$ cat src/rtl/cnn_win_feeder_if.sv
// Handshake bundle between the UART receive side, the convolution core and
// the window feeder. The master drives the byte strobe, frame restart and
// core busy flag; the slave (the feeder) returns the window pixel stream.
interface cnn_win_feeder_if;
  logic       rx_rdy;
  logic [7:0] rx_data;
  logic       frame_clr;
  logic       core_bsy;
  logic       pix_vld;
  logic       pix;
  logic       win_first;
  logic       win_last;
  logic       frame_done;
  logic       byte_ovf;

  modport master (
    output rx_rdy, rx_data, frame_clr, core_bsy,
    input  pix_vld, pix, win_first, win_last, frame_done, byte_ovf
  );

  modport slave (
    input  rx_rdy, rx_data, frame_clr, core_bsy,
    output pix_vld, pix, win_first, win_last, frame_done, byte_ovf
  );
endinterface

$ cat src/rtl/cnn_win_feeder.sv
// cnn_win_feeder: unpacks received bytes bit-serially into a 1-bit image RAM
// and streams every KxK stride-1 window to the convolution core as soon as
// the window's bottom-right pixel has landed.
// Optional build macro CNN_WIN_MSB_FIRST_EN: unpack bit 7 first instead of bit 0.
//
// Unpacker states:
//   state  | meaning
//   U_IDLE | waiting for a byte strobe
//   U_UNPK | writing the latched byte, one bit per cycle
//
// Window states:
//   state  | meaning
//   W_IDLE | waiting for window pixels, a free core and an unfinished frame
//   W_RD   | issuing K*K row-major read addresses
//   W_ADV  | stepping the window position, flagging the final window
module cnn_win_feeder #(
  parameter int IMG_W = 28,
  parameter int IMG_H = 28,
  parameter int K     = 3,
  parameter int AW    = $clog2(IMG_W*IMG_H+1)
) (
  input  logic              clk,
  input  logic              rst_n,
  cnn_win_feeder_if.slave   bus
);

  localparam int            NPIX_I   = IMG_W*IMG_H;
  localparam int            IW       = $clog2(NPIX_I);
  localparam logic [AW-1:0] NPIX     = AW'(NPIX_I);
  localparam logic [AW-1:0] ROW_STEP = AW'(IMG_W);
  localparam logic [AW-1:0] BR_OFF   = AW'((K-1)*IMG_W + K-1);
  localparam logic [AW-1:0] KM1      = AW'(K-1);
  localparam logic [AW-1:0] C_LAST   = AW'(IMG_W-K);
  localparam logic [AW-1:0] R_LAST   = AW'(IMG_H-K);
  localparam logic [AW-1:0] ONE      = AW'(1);

  typedef enum logic {U_IDLE, U_UNPK} u_state_t;
  typedef enum logic [1:0] {W_IDLE, W_RD, W_ADV} w_state_t;

  u_state_t      u_state, u_next;
  w_state_t      w_state, w_next;

  logic [7:0]    byte_q;
  logic [2:0]    bit_idx;
  logic [AW-1:0] wr_cnt;
  logic          wr_bit, wr_en, accept, ovf_hit, ovf_q;

  logic [AW-1:0] r, c, row_base, rd_row, ki, kj;
  logic [AW-1:0] rd_addr, br_addr;
  logic          frame_done_q, last_win, win_go;
  logic          rd_en, rd_first, rd_last;
  logic          pix_vld_q, pix_q, first_q, last_q;

  logic          mem [NPIX_I];

`ifdef CNN_WIN_MSB_FIRST_EN
  assign wr_bit = byte_q[3'd7 - bit_idx];
`else
  assign wr_bit = byte_q[bit_idx];
`endif

  // Unpacker state register
  always_ff @(posedge clk or negedge rst_n) begin
    if (!rst_n)             u_state <= U_IDLE;
    else if (bus.frame_clr) u_state <= U_IDLE;
    else                    u_state <= u_next;
  end

  // Unpacker next state: a byte is taken only when idle and the frame has room
  always_comb begin
    u_next = u_state;
    case (u_state)
      U_IDLE:  if (bus.rx_rdy && (wr_cnt < NPIX)) u_next = U_UNPK;
      U_UNPK:  if (bit_idx == 3'd7) u_next = U_IDLE;
      default: u_next = U_IDLE;
    endcase
  end

  // Unpacker outputs: strobe acceptance, RAM write enable, overflow hit
  always_comb begin
    accept  = (u_state == U_IDLE) && bus.rx_rdy && (wr_cnt < NPIX);
    wr_en   = (u_state == U_UNPK);
    ovf_hit = (u_state == U_UNPK) && bus.rx_rdy;
  end

  // Write-side datapath: byte latch, bit index, write count, sticky overflow
  always_ff @(posedge clk or negedge rst_n) begin
    if (!rst_n) begin
      byte_q  <= '0;
      bit_idx <= '0;
      wr_cnt  <= '0;
      ovf_q   <= 1'b0;
    end else if (bus.frame_clr) begin
      byte_q  <= '0;
      bit_idx <= '0;
      wr_cnt  <= '0;
      ovf_q   <= 1'b0;
    end else begin
      if (accept) begin
        byte_q  <= bus.rx_data;
        bit_idx <= '0;
      end
      if (wr_en) begin
        wr_cnt  <= wr_cnt + ONE;
        bit_idx <= bit_idx + 3'd1;
      end
      if (ovf_hit) ovf_q <= 1'b1;
    end
  end

  // Image RAM write port
  always_ff @(posedge clk) begin
    if (wr_en) mem[wr_cnt[IW-1:0]] <= wr_bit;
  end

  // Addresses built from running row bases; the bottom-right offset is constant
  assign br_addr  = row_base + c + BR_OFF;
  assign rd_addr  = rd_row + c + kj;
  assign last_win = (r == R_LAST) && (c == C_LAST);
  assign win_go   = !bus.core_bsy && !frame_done_q && (wr_cnt > br_addr);

  // Window state register
  always_ff @(posedge clk or negedge rst_n) begin
    if (!rst_n)             w_state <= W_IDLE;
    else if (bus.frame_clr) w_state <= W_IDLE;
    else                    w_state <= w_next;
  end

  // Window next state: core_bsy only gates the start of a window
  always_comb begin
    w_next = w_state;
    case (w_state)
      W_IDLE:  if (win_go) w_next = W_RD;
      W_RD:    if ((ki == KM1) && (kj == KM1)) w_next = W_ADV;
      W_ADV:   w_next = W_IDLE;
      default: w_next = W_IDLE;
    endcase
  end

  // Window outputs: read enable with first/last pixel tags
  always_comb begin
    rd_en    = (w_state == W_RD);
    rd_first = (w_state == W_RD) && (ki == '0) && (kj == '0);
    rd_last  = (w_state == W_RD) && (ki == KM1) && (kj == KM1);
  end

  // Window position and in-window read counters; the final window holds r/c
  always_ff @(posedge clk or negedge rst_n) begin
    if (!rst_n) begin
      r <= '0; c <= '0; row_base <= '0; rd_row <= '0; ki <= '0; kj <= '0;
      frame_done_q <= 1'b0;
    end else if (bus.frame_clr) begin
      r <= '0; c <= '0; row_base <= '0; rd_row <= '0; ki <= '0; kj <= '0;
      frame_done_q <= 1'b0;
    end else begin
      case (w_state)
        W_IDLE: begin
          rd_row <= row_base;
          ki     <= '0;
          kj     <= '0;
        end
        W_RD: begin
          if (kj == KM1) begin
            kj     <= '0;
            ki     <= ki + ONE;
            rd_row <= rd_row + ROW_STEP;
          end else begin
            kj <= kj + ONE;
          end
        end
        W_ADV: begin
          if (last_win) begin
            frame_done_q <= 1'b1;
          end else if (c == C_LAST) begin
            c        <= '0;
            r        <= r + ONE;
            row_base <= row_base + ROW_STEP;
          end else begin
            c <= c + ONE;
          end
        end
        default: ;
      endcase
    end
  end

  // Synchronous RAM read and pixel output stage; a restart squashes reads in flight
  always_ff @(posedge clk or negedge rst_n) begin
    if (!rst_n) begin
      pix_vld_q <= 1'b0; pix_q <= 1'b0; first_q <= 1'b0; last_q <= 1'b0;
    end else if (bus.frame_clr) begin
      pix_vld_q <= 1'b0; pix_q <= 1'b0; first_q <= 1'b0; last_q <= 1'b0;
    end else begin
      pix_vld_q <= rd_en;
      first_q   <= rd_first;
      last_q    <= rd_last;
      if (rd_en) pix_q <= mem[rd_addr[IW-1:0]];
    end
  end

  assign bus.pix_vld    = pix_vld_q;
  assign bus.pix        = pix_q;
  assign bus.win_first  = first_q;
  assign bus.win_last   = last_q;
  assign bus.frame_done = frame_done_q;
  assign bus.byte_ovf   = ovf_q;

endmodule
$ cat src/flat_wrapper.sv
// flat-port wrapper written by rule: the top's interface ports become plain ports
module cnn_win_feeder_flat 
#(
  parameter int IMG_W = 28,
  parameter int IMG_H = 28,
  parameter int K     = 3,
  parameter int AW    = $clog2(IMG_W*IMG_H+1)
)
  (clk, rst_n, bus_rx_rdy, bus_rx_data, bus_frame_clr, bus_core_bsy, bus_pix_vld, bus_pix, bus_win_first, bus_win_last, bus_frame_done, bus_byte_ovf);
  cnn_win_feeder_if bus_i ();
  input  logic clk;
  input  logic rst_n;
  input wire logic [$bits(bus_i.rx_rdy)-1:0] bus_rx_rdy;
  input wire logic [$bits(bus_i.rx_data)-1:0] bus_rx_data;
  input wire logic [$bits(bus_i.frame_clr)-1:0] bus_frame_clr;
  input wire logic [$bits(bus_i.core_bsy)-1:0] bus_core_bsy;
  output wire logic [$bits(bus_i.pix_vld)-1:0] bus_pix_vld;
  output wire logic [$bits(bus_i.pix)-1:0] bus_pix;
  output wire logic [$bits(bus_i.win_first)-1:0] bus_win_first;
  output wire logic [$bits(bus_i.win_last)-1:0] bus_win_last;
  output wire logic [$bits(bus_i.frame_done)-1:0] bus_frame_done;
  output wire logic [$bits(bus_i.byte_ovf)-1:0] bus_byte_ovf;
  assign bus_i.rx_rdy = bus_rx_rdy;
  assign bus_i.rx_data = bus_rx_data;
  assign bus_i.frame_clr = bus_frame_clr;
  assign bus_i.core_bsy = bus_core_bsy;
  assign bus_pix_vld = bus_i.pix_vld;
  assign bus_pix = bus_i.pix;
  assign bus_win_first = bus_i.win_first;
  assign bus_win_last = bus_i.win_last;
  assign bus_frame_done = bus_i.frame_done;
  assign bus_byte_ovf = bus_i.byte_ovf;
  cnn_win_feeder #(.IMG_W(IMG_W), .IMG_H(IMG_H), .K(K), .AW(AW)) u_core (.clk(clk), .rst_n(rst_n), .bus(bus_i));
endmodule
$ cat config.mk
export PLATFORM = sky130hd
export DESIGN_NAME = cnn_win_feeder_flat
export DESIGN_NICKNAME = d
export VERILOG_FILES = /design/src/rtl/cnn_win_feeder_if.sv /design/src/rtl/cnn_win_feeder.sv /design/src/flat_wrapper.sv
export SDC_FILE = /design/constraint.sdc
export NUM_CORES = 1
export LEC_CHECK = 0
export CAP_MARGIN = 20
export CORE_AREA = 4 4 210 314
export CTS_BUF_LIST = sky130_fd_sc_hd__clkbuf_16
export DETAILED_ROUTE_END_ITERATION = 8
export DIE_AREA = 0 0 214 318
export PLACE_DENSITY = 0.8
export SYNTH_ARGS = -nofsm -noshare
export SYNTH_HDL_FRONTEND = slang
export SYNTH_SLANG_ARGS = --single-unit
$ cat constraint.sdc
create_clock -name clk -period 9 [get_ports clk]
set_input_delay 1.8 -clock clk [delete_from_list [all_inputs] [get_ports clk]]
set_output_delay 1.8 -clock clk [all_outputs]
set_load 0.1 [all_outputs]
==> impl_metrics.toml, run 1 <==
[clock_tree]
cts_tree = "done"
cts_num_sinks = 871
clockBufferDepth = 3
clk_pin_slew_ns = 0.06
htree_num_levels = 3
hold_buffers = 0
cts_root_buf = "clkbuf_16"
clock_latency_ns = 0.65
cts_made_buffers = 76
cts_setup_buffers = 0
cts_resized = 0

[placement]
globalplace.congestion = 0.9463
place_hpwl_mm = 62.78
io_buffers = 18
placed_area_sq_mm = 0.04072

[layout]
n_antenna_cell = 0
layout.nets = 2960
syn_to_final_growth_pct = 8.144
fillCellCount = 4010
drive_gt1_share_pct = 14.67
seq_area_sq_mm = 0.02572
fin_area_sq_mm = 0.04331
multi_input_area_sq_mm = 0.01304

[global_route]
gr-total-overflow = 0
grt_pass1_wl_mm = 156.8
grt_max_degree = 170
grt_antenna_before_repair = 2
track_usage_pct = 30.46
first_global_vias = 25924

[synth]
synth_flop_cell = "edfxtp_1"
synth_most_common_cell = "nor2_1"
yosysTopAreaCell = "edfxtp_1"
synth_top_area_share_pct = 58.78
synth_cells = 2958
yosysWarnings = 0
yosys-top-cells-area = "edfxtp_1 (59%), mux4_2 (12%), nor2_1 (8.2%)"
yosysSeqAreaShare_pct = 64.22
synth_cell_types = 79
synth-seq-cells = 871
synthTopCellsByCount = "nor2_1 (870), edfxtp_1 (784), mux4_2 (205), clkbuf_1 (159), nand2_1 (141)"
synthArstFlopShare_pct = 9.989
mappedNetlistNets = 3033
synth-edff-count = 784
netlist_area_sq_mm = 0.04005
avgSynthCellArea_sq_um = 13.54

[setup_path]
path_max_fanout = 62
path_class = "flop to flop"
cp_slowest_cell = "fa_4"
path_cells = "fa_1 > ha_4 > fa_4 > buf_4 > mux4_2 > mux2i_1 > a211oi_1 > a2111oi_2 > a211oi_2 > o2111ai_1 > and4_1 > a31oi_1"
max_stage_delay_ns = 1.16
endpoint_kind = "flop"
worst-endpoint-required_ns = 9.56
worst_setup_path_start_kind = "flop"
cp_data_arrival_time_ns = 5.64

[floorplan]
num_rows = 113
start_util_pct = 63.37
core_sq_mm = 0.06320
die_w_microns = 214
die_h_microns = 318
design.die.area_sq_mm = 0.06805
ios = 19

[power]
power_density_mw_per_mm2 = 198.7
irDropWorstVdd_v = 0.0001319
p_leak_nw = 13.70

[sta]
skew_ns = 0.02118
maxSlewViolCount = 0
maxSlewHeadroom_pct = 26.19
post-route-period-util_pct = 56.43
finalHoldViolations = 0
max_freq_mhz = 196.9
rsz0062_at_grt = "false"
setup_tns_ns = 0
tightest_slew_ns = 1.099
setup_violations = 0
min_period_ns = 5.079

[detailed_routing]
viasPerCell = 6.854
drtPass1Iterations = 6
vias = 25701
drc = 0
finalWirelength_mm = 103.6
wl_per_cell_microns = 27.64
drt_iter0_drc = 4224
antenna_left = 0

[run_status]
status = "complete, no violations"

[worst_hold_path]
hold_class = "flop to flop"

[run]
drv_cap = 0
worst max-delay path: cells and delay by family, from the launching register on:
family / cells / cell delay (ns)
buffers and inverters: 1 / 0.74
adders and majority gates: 3 / 1.92
muxes: 2 / 0.43
AOI/OAI and AO/OA: 5 / 1.11
DFF: 1 / 0.50
and+or+nand+nor: 1 / 0.22
layout by cell type, fill, tap and decap left out, types with 16 or more instances in the layout:
cell type / instances
nand4_1: 30
nor2_1: 869
or3_1: 16
nand2_1: 141
o21ai_0: 50
xnor2_1: 20
a31oi_1: 18
ha_1: 50
mux2i_1: 39
buf_4: 63
edfxtp_1: 784
clkbuf_16: 79
mux4_2: 205
nand3_1: 73
clkdlybuf4s50_1: 16
clkinv_1: 16
a21oi_1: 36
xor2_1: 24
nor3_1: 39
dfrtp_1: 87
inv_1: 45
flip-flops by register name, summed over array words and instances (netlist names), 2 cells and up:
register	flops
u_core.row_base	8
u_core.r	10
u_core.c	10
u_core.bit_idx	3
u_core.wr_cnt	10
u_core.kj	10
u_core.mem	784
u_core.rd_row	9
u_core.w_state	2
u_core.byte_q	8
u_core.ki	10
layer usage:
metal	vias up	wire (microns)	GRT usage [%]
met2	1870	51550	50.00
li1	10642	-	-
met1	12735	32480	36.60
met5	-	40	0
met3	450	11300	6.781
met4	4	8259	19.98
per-stage QoR:
stage                     util [%]  hold WS (ns)  worst slack, ns  std cells  power [mW]
after CTS                    68.34        0.5448            4.018       3745       8.615
after floorplan                  -        0.4837            1.671       2958       5.207
after detailed placement     64.43        0.5274            4.047       3607       5.394
after global placement       64.22        0.4912            4.104       3600       5.379
final                        68.54        0.5387            3.921       3750       8.606
after global routing         68.54        0.5703            3.796       3750       8.855
cell families after synthesis:
kind of cell / after synthesis / share of synthesized area [%]
AO/OA/AOI/OAI: 201 / 3.443
XOR/XNOR: 46 / 1.072
adder cells (fa/ha/maj): 62 / 2.143
buffers and inverters: 282 / 3.461
flip-flops: 871 / 64.22
multiplexers: 250 / 12.78
other: 1 / 0.009363
AND/OR/NAND/NOR: 1245 / 12.87
area by class of cell:
| class | count | area share [%] |
|---|---|---|
| clock buffers | 79 | 4.564 |
| multi-input cells | 1805 | 30.11 |
| well taps | 805 | 2.325 |
| clock inverters | 59 | 1.138 |
| repair buffers | 94 | 2.161 |
| inverters | 37 | 0.3206 |
| flip-flops and latches | 871 | 59.38 |
worst paths after layout:
kind,startpoint,to,slack (ns),depth (start not counted)
max,u_core.kj[1],u_core.bus.pix,3.92,12
max in group asynchronous,rst_n,u_core.ki[5],6.78,2
min in group asynchronous,rst_n,u_core.byte_q[1],1.06,1
min,u_core.bus.byte_ovf,u_core.bus.byte_ovf,0.54,2
min reg2reg,u_core.bus.byte_ovf,u_core.bus.byte_ovf,0.54,2
max reg2reg,u_core.kj[1],u_core.bus.pix,3.92,12
where the power goes:
| part | switching [mW] | total (mW) | internal (mW) | leakage (nW) |
|---|---|---|---|---|
| Combinational | 0.516 | 0.851 | 0.335 | 4.05 |
| Sequential | 0.0146 | 4.47 | 4.46 | 8.39 |
| Clock | 1.48 | 3.28 | 1.81 | 1.26 |
| Total | 2.01 | 8.61 | 6.60 | 13.7 |
Power figures use the tool's default switching activity.
==> inputs of run 2 (changes only) <==
==> constraint.sdc (replaced) <==
create_clock -name clk -period 4.7 [get_ports clk]
set_input_delay 0.94 -clock clk [delete_from_list [all_inputs] [get_ports clk]]
set_output_delay 0.94 -clock clk [all_outputs]
set_load 0.1 [all_outputs]
==> run 2 against run 1 <==
  * Critical path depth decreased by 1
  * Design area increased by 1.1%
  * Critical endpoint unchanged
  * Cell count increased by 1.2%
  * Largest cell class unchanged
  * Clock skew about the same
  * Total power increased by 98%
==> impl_metrics.toml, run 2 (same netlist as run 1, synthesis figures left out) <==
[layout]
finalNonFillerCells = 3795
layout.nets = 3000
final_cell_mix = "nor2_1 (870), edfxtp_1 (784), mux4_2 (205)"
syn_to_final_growth_pct = 9.350
fin_area_sq_mm = 0.04380
final_common_cell = "nor2_1"
drive_gt1_share_pct = 15.38
final_util_pct = 69.30
fillCellCount = 4018
n_antenna_cell = 0
largest_register_ffs = 784

[global_route]
gr-total-overflow = 0
grt_antenna_before_repair = 0
grt-busiest-layer = "met2"
track_usage_pct = 31.56
grt.met3_usage_pct = 5.330
grt_pass1_wl_mm = 161.4
first_global_vias = 25736
grt_max_degree = 218
grtUsageMet1_pct = 38.58
grtUsageMet2_pct = 52.93

[detailed_routing]
wl_per_cell_microns = 28.14
antenna_left = 0
drc = 0
drt_iter0_drc = 3629
viasPerCell = 6.729
vias = 25537
finalWirelength_mm = 106.8
drtPass1Iterations = 6

[setup_path]
cp_data_arrival_time_ns = 4.94
endpoint_kind = "flop"
worst_setup_path_start_kind = "flop"
path_max_fanout = 22
path_class = "flop to flop"
worst-endpoint-required_ns = 5.26
r2r_setup_slack_ns = 0.32

[power]
switching_power_mw = 3.991
power_density_mw_per_mm2 = 389.1
p_leak_nw = 14.01
irDropWorstVdd_v = 0.0002988
p_int_mw = 13.05
seqPwrFrac_pct = 50.2
pwr-share-comb_pct = 10.4
switching_share_pct = 23.42
clkPwrFrac_pct = 39.4

[sta]
setup_tns_ns = 0
finalHoldViolations = 0
min_period_ns = 4.383
setup_violations = 0
maxSlewHeadroom_pct = 26.88
skew_ns = 0.02094
max_freq_mhz = 228.2
tightest_slew_ns = 1.095
post-route-period-util_pct = 93.25
holdWs_ns = 0.3624
rsz0062_at_grt = "false"
maxSlewViolCount = 0

[clock_tree]
cts_made_buffers = 79
cts_root_buf = "clkbuf_16"
htree_num_levels = 3
clockBufferDepth = 3
clk_pin_slew_ns = 0.07
hold_buffers = 0
cts_setup_buffers = 0
clock_latency_ns = 0.65
cts_resized = 0
cts_tree = "done"
cts_num_sinks = 871

[run_status]
status = "complete, no violations"

[floorplan]
design.die.area_sq_mm = 0.06805
die_w_microns = 214
die_h_microns = 318
num_rows = 113
core_sq_mm = 0.06320
ios = 19
start_util_pct = 63.37

[placement]
place_hpwl_mm = 66.33
io_buffers = 18
placed_cells = 3646
globalplace.congestion = 0.9727
placed_area_sq_mm = 0.04104

[worst_hold_path]
hold_class = "input port to async pin"

[run]
drv_cap = 0
[run 2: cell types whose count changed in the layout (fill, tap and decap cells not counted), moves of 4 or more]
cell	before	now
buf_12	2	11
buf_4	63	98
bufinv_16	7	12
clkinv_1	16	12
clkinv_2	15	9
inv_1	45	58
nand3_1	73	81
nand3_2	8	0
[run 2: through the flow]
stage,worst slack [ns],power (mW)
6_report,0.3174,17.04
5_1_grt,0.2034,17.51
4_1_cts,0.3766,17.06
3_5_place_dp,0.4193,10.46
3_3_place_gp,0.4782,10.44
2_1_floorplan,0.1321,9.936
[run 2: worst max-delay path, stage by stage (launching register included)]
cell       delay [ns]
dfrtp_1          0.49
fa_4             0.56
ha_4             0.19
fa_4             1.14
inv_1            0.28
buf_4            0.27
a2111oi_1        0.38
a211oi_1         0.10
a211oi_2         0.34
o2111ai_1        0.15
and4_1           0.21
a31oi_1          0.17
[run 2: layer usage]
metal / part of all wire [%] / wire length [microns]
met5: 0 / 0
met4: 7.7 / 8247
met1: 33 / 35350
met3: 9.3 / 9927
met2: 50 / 53260
[run 2: worst paths after layout]
check | start | endpoint | depth (start not counted)
worst min register to register | u_core.byte_q[0] | u_core.byte_q[0] | 2
max in group asynchronous | rst_n | u_core.rd_row[9] | 2
worst min-delay path | rst_n | u_core.bit_idx[1] | 1
min in group clk | u_core.byte_q[0] | u_core.byte_q[0] | 2
worst max-delay path | u_core.kj[0] | u_core.bus.pix | 11
worst max register to register | u_core.kj[0] | u_core.bus.pix | 11
[run 2: layout make-up]
cell class,instances,area [sq um],share of cell area [%]
timing repair buffer,131,1246,2.845
tap,805,1007,2.300
multi-input combinational,1805,13000,29.69
clock inverter,65,655.6,1.497
clock buffer,81,2027,4.628
sequential,871,25720,58.72
inverter,37,138.9,0.3171
[run 2: power groups by stage]
stage | Clock (mW) | Combinational, mW | Sequential [mW]
after CTS | 6.75 | 1.75 | 8.56
final | 6.71 | 1.77 | 8.56
after global routing | 7.10 | 1.86 | 8.56
after global placement | 0 | 1.71 | 8.73
after floorplan | 0 | 1.18 | 8.76
after detailed placement | 0 | 1.73 | 8.73
==> edit 1 (flow settings as in run 1) <==
The 3 states of `w_state_t` get a one-hot encoding in 3 bits.
--- a/src/rtl/cnn_win_feeder.sv
+++ b/src/rtl/cnn_win_feeder.sv
@@ -36,5 +36,5 @@
 
   typedef enum logic {U_IDLE, U_UNPK} u_state_t;
-  typedef enum logic [1:0] {W_IDLE, W_RD, W_ADV} w_state_t;
+  typedef enum logic [2:0] {W_IDLE = 3'b001, W_RD = 3'b010, W_ADV = 3'b100} w_state_t;
 
   u_state_t      u_state, u_next;
Behaviour: no difference found for any inputs over 4 cycles, from zero or initial values and one cycle with rst_n low; so few cycles prove little.
==> edit 1 against run 1 <==
Wire length is 4.1% lower. Final area decreased by 0.37%. Core utilization decreased by 0.25 points. Synthesized area shrank 0.65%. Sequential cell count is 1 higher. Die area is the same. Critical endpoint unchanged. Worst setup slack worse by 0.46 ns.
Power is not compared: it rests on default switching activity, and its combinational part moved more than twofold at a synthesized area within 25%.
==> edit 1: results <==
placed_design:
  hpwl_microns: 57000
  place_area_sq_um: 40400
  routabilityCongestion: 0.871
setup_path:
  timing.rr.start: "u_core.kj[1]"
  rr_worst_depth: 13
  worstSetupStartpointType: "flop"
  crit_end: "u_core.bus.pix"
  cpMaxStageDelayCell: "fa_4"
  path_delay_family: "adder cells"
  reg2reg_slack_ns: 3.47
  crit_path_max_incr_delay_ns: 1.38
  crit_fanout: 44
worst_hold_path:
  hp-start: "u_core.ki[9]"
  worstHoldPathType: "flop to flop"
  min_delay_path_depth: 1
  min_to: "u_core.ki[9]"
yosys:
  syn_nets: 3001
  yosysUniqueCellTypes: 74
  yosysSeqAreaShare_pct: 64.7
  synth.area.top_cells: "edfxtp_1 (59%), mux4_2 (12%), nor2_1 (8.3%)"
  synthArstFlopShare_pct: 10.1
  synth_commonest_cells: "nor2_1 (875), edfxtp_1 (784), mux4_2 (206)"
cts:
  cts_setup_buffers: 0
  cts_max_path_buffers: 3
  clock_latency_ns: 0.64
  htree_num_levels: 3
  path_clk_slew_ns: 0.06
  cts-resized-gates: 0
  root_buffer: "clkbuf_16"
outcome:
  status: "finished clean"
routing:
  num_vias: 25000
  dr.pass1.iters: 6
  wl_per_cell_microns: 26.7
  drtIter0Drc: 3717
grt:
  grt_pass1_wl_microns: 151000
  grtUsageTotal_pct: 29.0
  antenna_found_initial: 1
  grt_max_degree: 144
timing:
  maxSlewHeadroom_pct: 25.2
  finClkSkew_ns: 0.0206
  slew_violations: 0
power:
  switching_share_pct: 21.4
  p_leak_nw: 13.7
finish:
  layout-drive-gt1-share_pct: 14.0
  largest_reg_flops: 784
## edit 1: cell count changes in the layout (fill, tap and decap cells not counted), sizes merged, moves of 9 or more
cell,run 1,this run
mux4,208,218
mux2i,39,25
nand2,142,151
clkinv,37,27
nor3,39,25
inv,51,67
a31oi,18,4
## edit 1: stage by stage
stage                     power, mW  utilization, %  setup WS, ns  hold WS (ns)  instances
after floorplan                4.79               -          1.67         0.447       2926
after global placement         4.87            63.9          3.63         0.466       3568
after detailed placement       4.88            64.0          3.56         0.475       3570
after CTS                      7.98            67.7          3.54         0.489       3709
after global routing           8.21            68.3          3.32         0.522       3726
final                          7.98            68.3          3.47         0.489       3726
## edit 1: kinds of logic after synthesis
group	count (synthesis)	share of synthesized area, %
adders and majority gates	62	2.16
DFF	872	64.7
AOI/OAI and AO/OA	171	2.80
other	1	0.00942
buffers and inverters	284	3.29
muxes	245	13.1
xor gates and xnor gates	45	1.01
and+or+nand+nor	1246	12.9
## edit 1: per-layer routing
| metal | track usage (%) | part of all wire (%) | up-vias |
|---|---|---|---|
| met2 | 49.8 | 51 | 1723 |
| li1 | - | - | 10500 |
| met5 | 0 | 0 | - |
| met3 | 5.62 | 10 | 376 |
| met1 | 34.9 | 32 | 12400 |
| met4 | 16.0 | 6.0 | 0 |
## edit 1: area by class of cell
| cell class | count | area [sq um] |
|---|---|---|
| sequential | 872 | 25700 |
| multi-input combinational | 1770 | 12800 |
| clock buffer | 78 | 1950 |
| clock inverter | 61 | 412 |
| tap | 805 | 1010 |
| fill | 3980 | 20000 |
| inverter | 40 | 150 |
| timing repair buffer | 100 | 1080 |
==> edit 2 (flow settings as in run 1) <==
Without the edit above. The option `CNN_WIN_MSB_FIRST_EN` is turned on by a define.
--- a/src/rtl/cnn_win_feeder.sv
+++ b/src/rtl/cnn_win_feeder.sv
@@ -14,4 +14,6 @@
 //   W_RD   | issuing K*K row-major read addresses
 //   W_ADV  | stepping the window position, flagging the final window
+`define CNN_WIN_MSB_FIRST_EN
+
 module cnn_win_feeder #(
   parameter int IMG_W = 28,
Function: no difference found for any inputs over 4 cycles, from zero or initial values and one cycle with rst_n low; that may be too few to reach the edited logic, so the function may still have changed.
==> edit 2 against run 1 <==
The flow now finishes with violations (slew limit). Global-route usage decreased by 1.3 points. Worst setup slack worse by 0.25 ns. Wire length is 3.4% lower. Core utilization decreased by 0.15 points. Count of clock-buffer cells in the layout is 3 higher. Sequential cell count unchanged. Final area decreased by 0.21%. Synthesized area fell by 0.46%. Critical endpoint unchanged.
Power is not compared: it rests on default switching activity, and its combinational part moved more than twofold at a synthesized area within 25%.
==> edit 2: results <==
timing:
  hold-worst-slack_ns: 0.528
  slew_violations: 329
  worstMarginPinSlew_ns: 1.85
setup_path:
  crit_path_max_incr_delay_ns: 1.39
  reg2reg_slack_ns: 3.68
  crit_fanout: 41
  cp_data_arrival_time_ns: 5.84
grt:
  grt_pass1_vias: 25400
  grt_pass1_wl_microns: 151000
  grt_max_degree: 381
yosys:
  synthAdderAreaFrac_pct: 2.15
  synthXorXnorAreaFrac_pct: 1.07
  synth_compound_area_share_pct: 2.82
  yosysUniqueCellTypes: 72
  syn_nets: 3002
  synth_commonest_cells: "nor2_1 (874), edfxtp_1 (784), mux4_2 (212)"
  synth.area.top_cells: "edfxtp_1 (59%), mux4_2 (12%), nor2_1 (8.2%)"
placed_design:
  dp_cells: 3565
  hpwl_microns: 57700
  routabilityCongestion: 0.893
  post-place-ws_ns: 3.83
cts:
  cts_buffers: 77
routing:
  wl_met2_microns: 50700
  wl_per_cell_microns: 26.9
  drtIter0Drc: 3836
  top_layer_used: "met4"
  m1WireLength_microns: 32300
  wl_met3_microns: 9750
outcome:
  status: "finished, violations left"
  violations: "slew limit"
finish:
  layout-drive-gt1-share_pct: 14.4
-- edit 2: final cells by class --
cell class	instances	area, sq um
clock inverter	59	536
timing repair buffer	88	886
fill	3977	20000
clock buffer	82	2050
tap	805	1010
inverter	39	146
sequential	871	25700
multi-input combinational	1772	12900
-- edit 2: path summary, 6_finish.rpt --
path / from / to / depth (start not counted)
hold / removal: u_core.bus.byte_ovf / u_core.bus.byte_ovf / 2
setup / recovery: u_core.c[1] / u_core.bus.pix / 12
min in group asynchronous: rst_n / u_core.byte_q[0] / 1
setup reg to reg: u_core.c[1] / u_core.bus.pix / 12
hold reg to reg: u_core.bus.byte_ovf / u_core.bus.byte_ovf / 2
max in group asynchronous: rst_n / u_core.ki[9] / 2
-- edit 2: metal layers --
metal | GRT usage, % | vias up
li1 | - | 10400
met1 | 34.6 | 12500
met2 | 49.4 | 1629
met3 | 5.48 | 415
met4 | 18.9 | 0
met5 | 0 | -
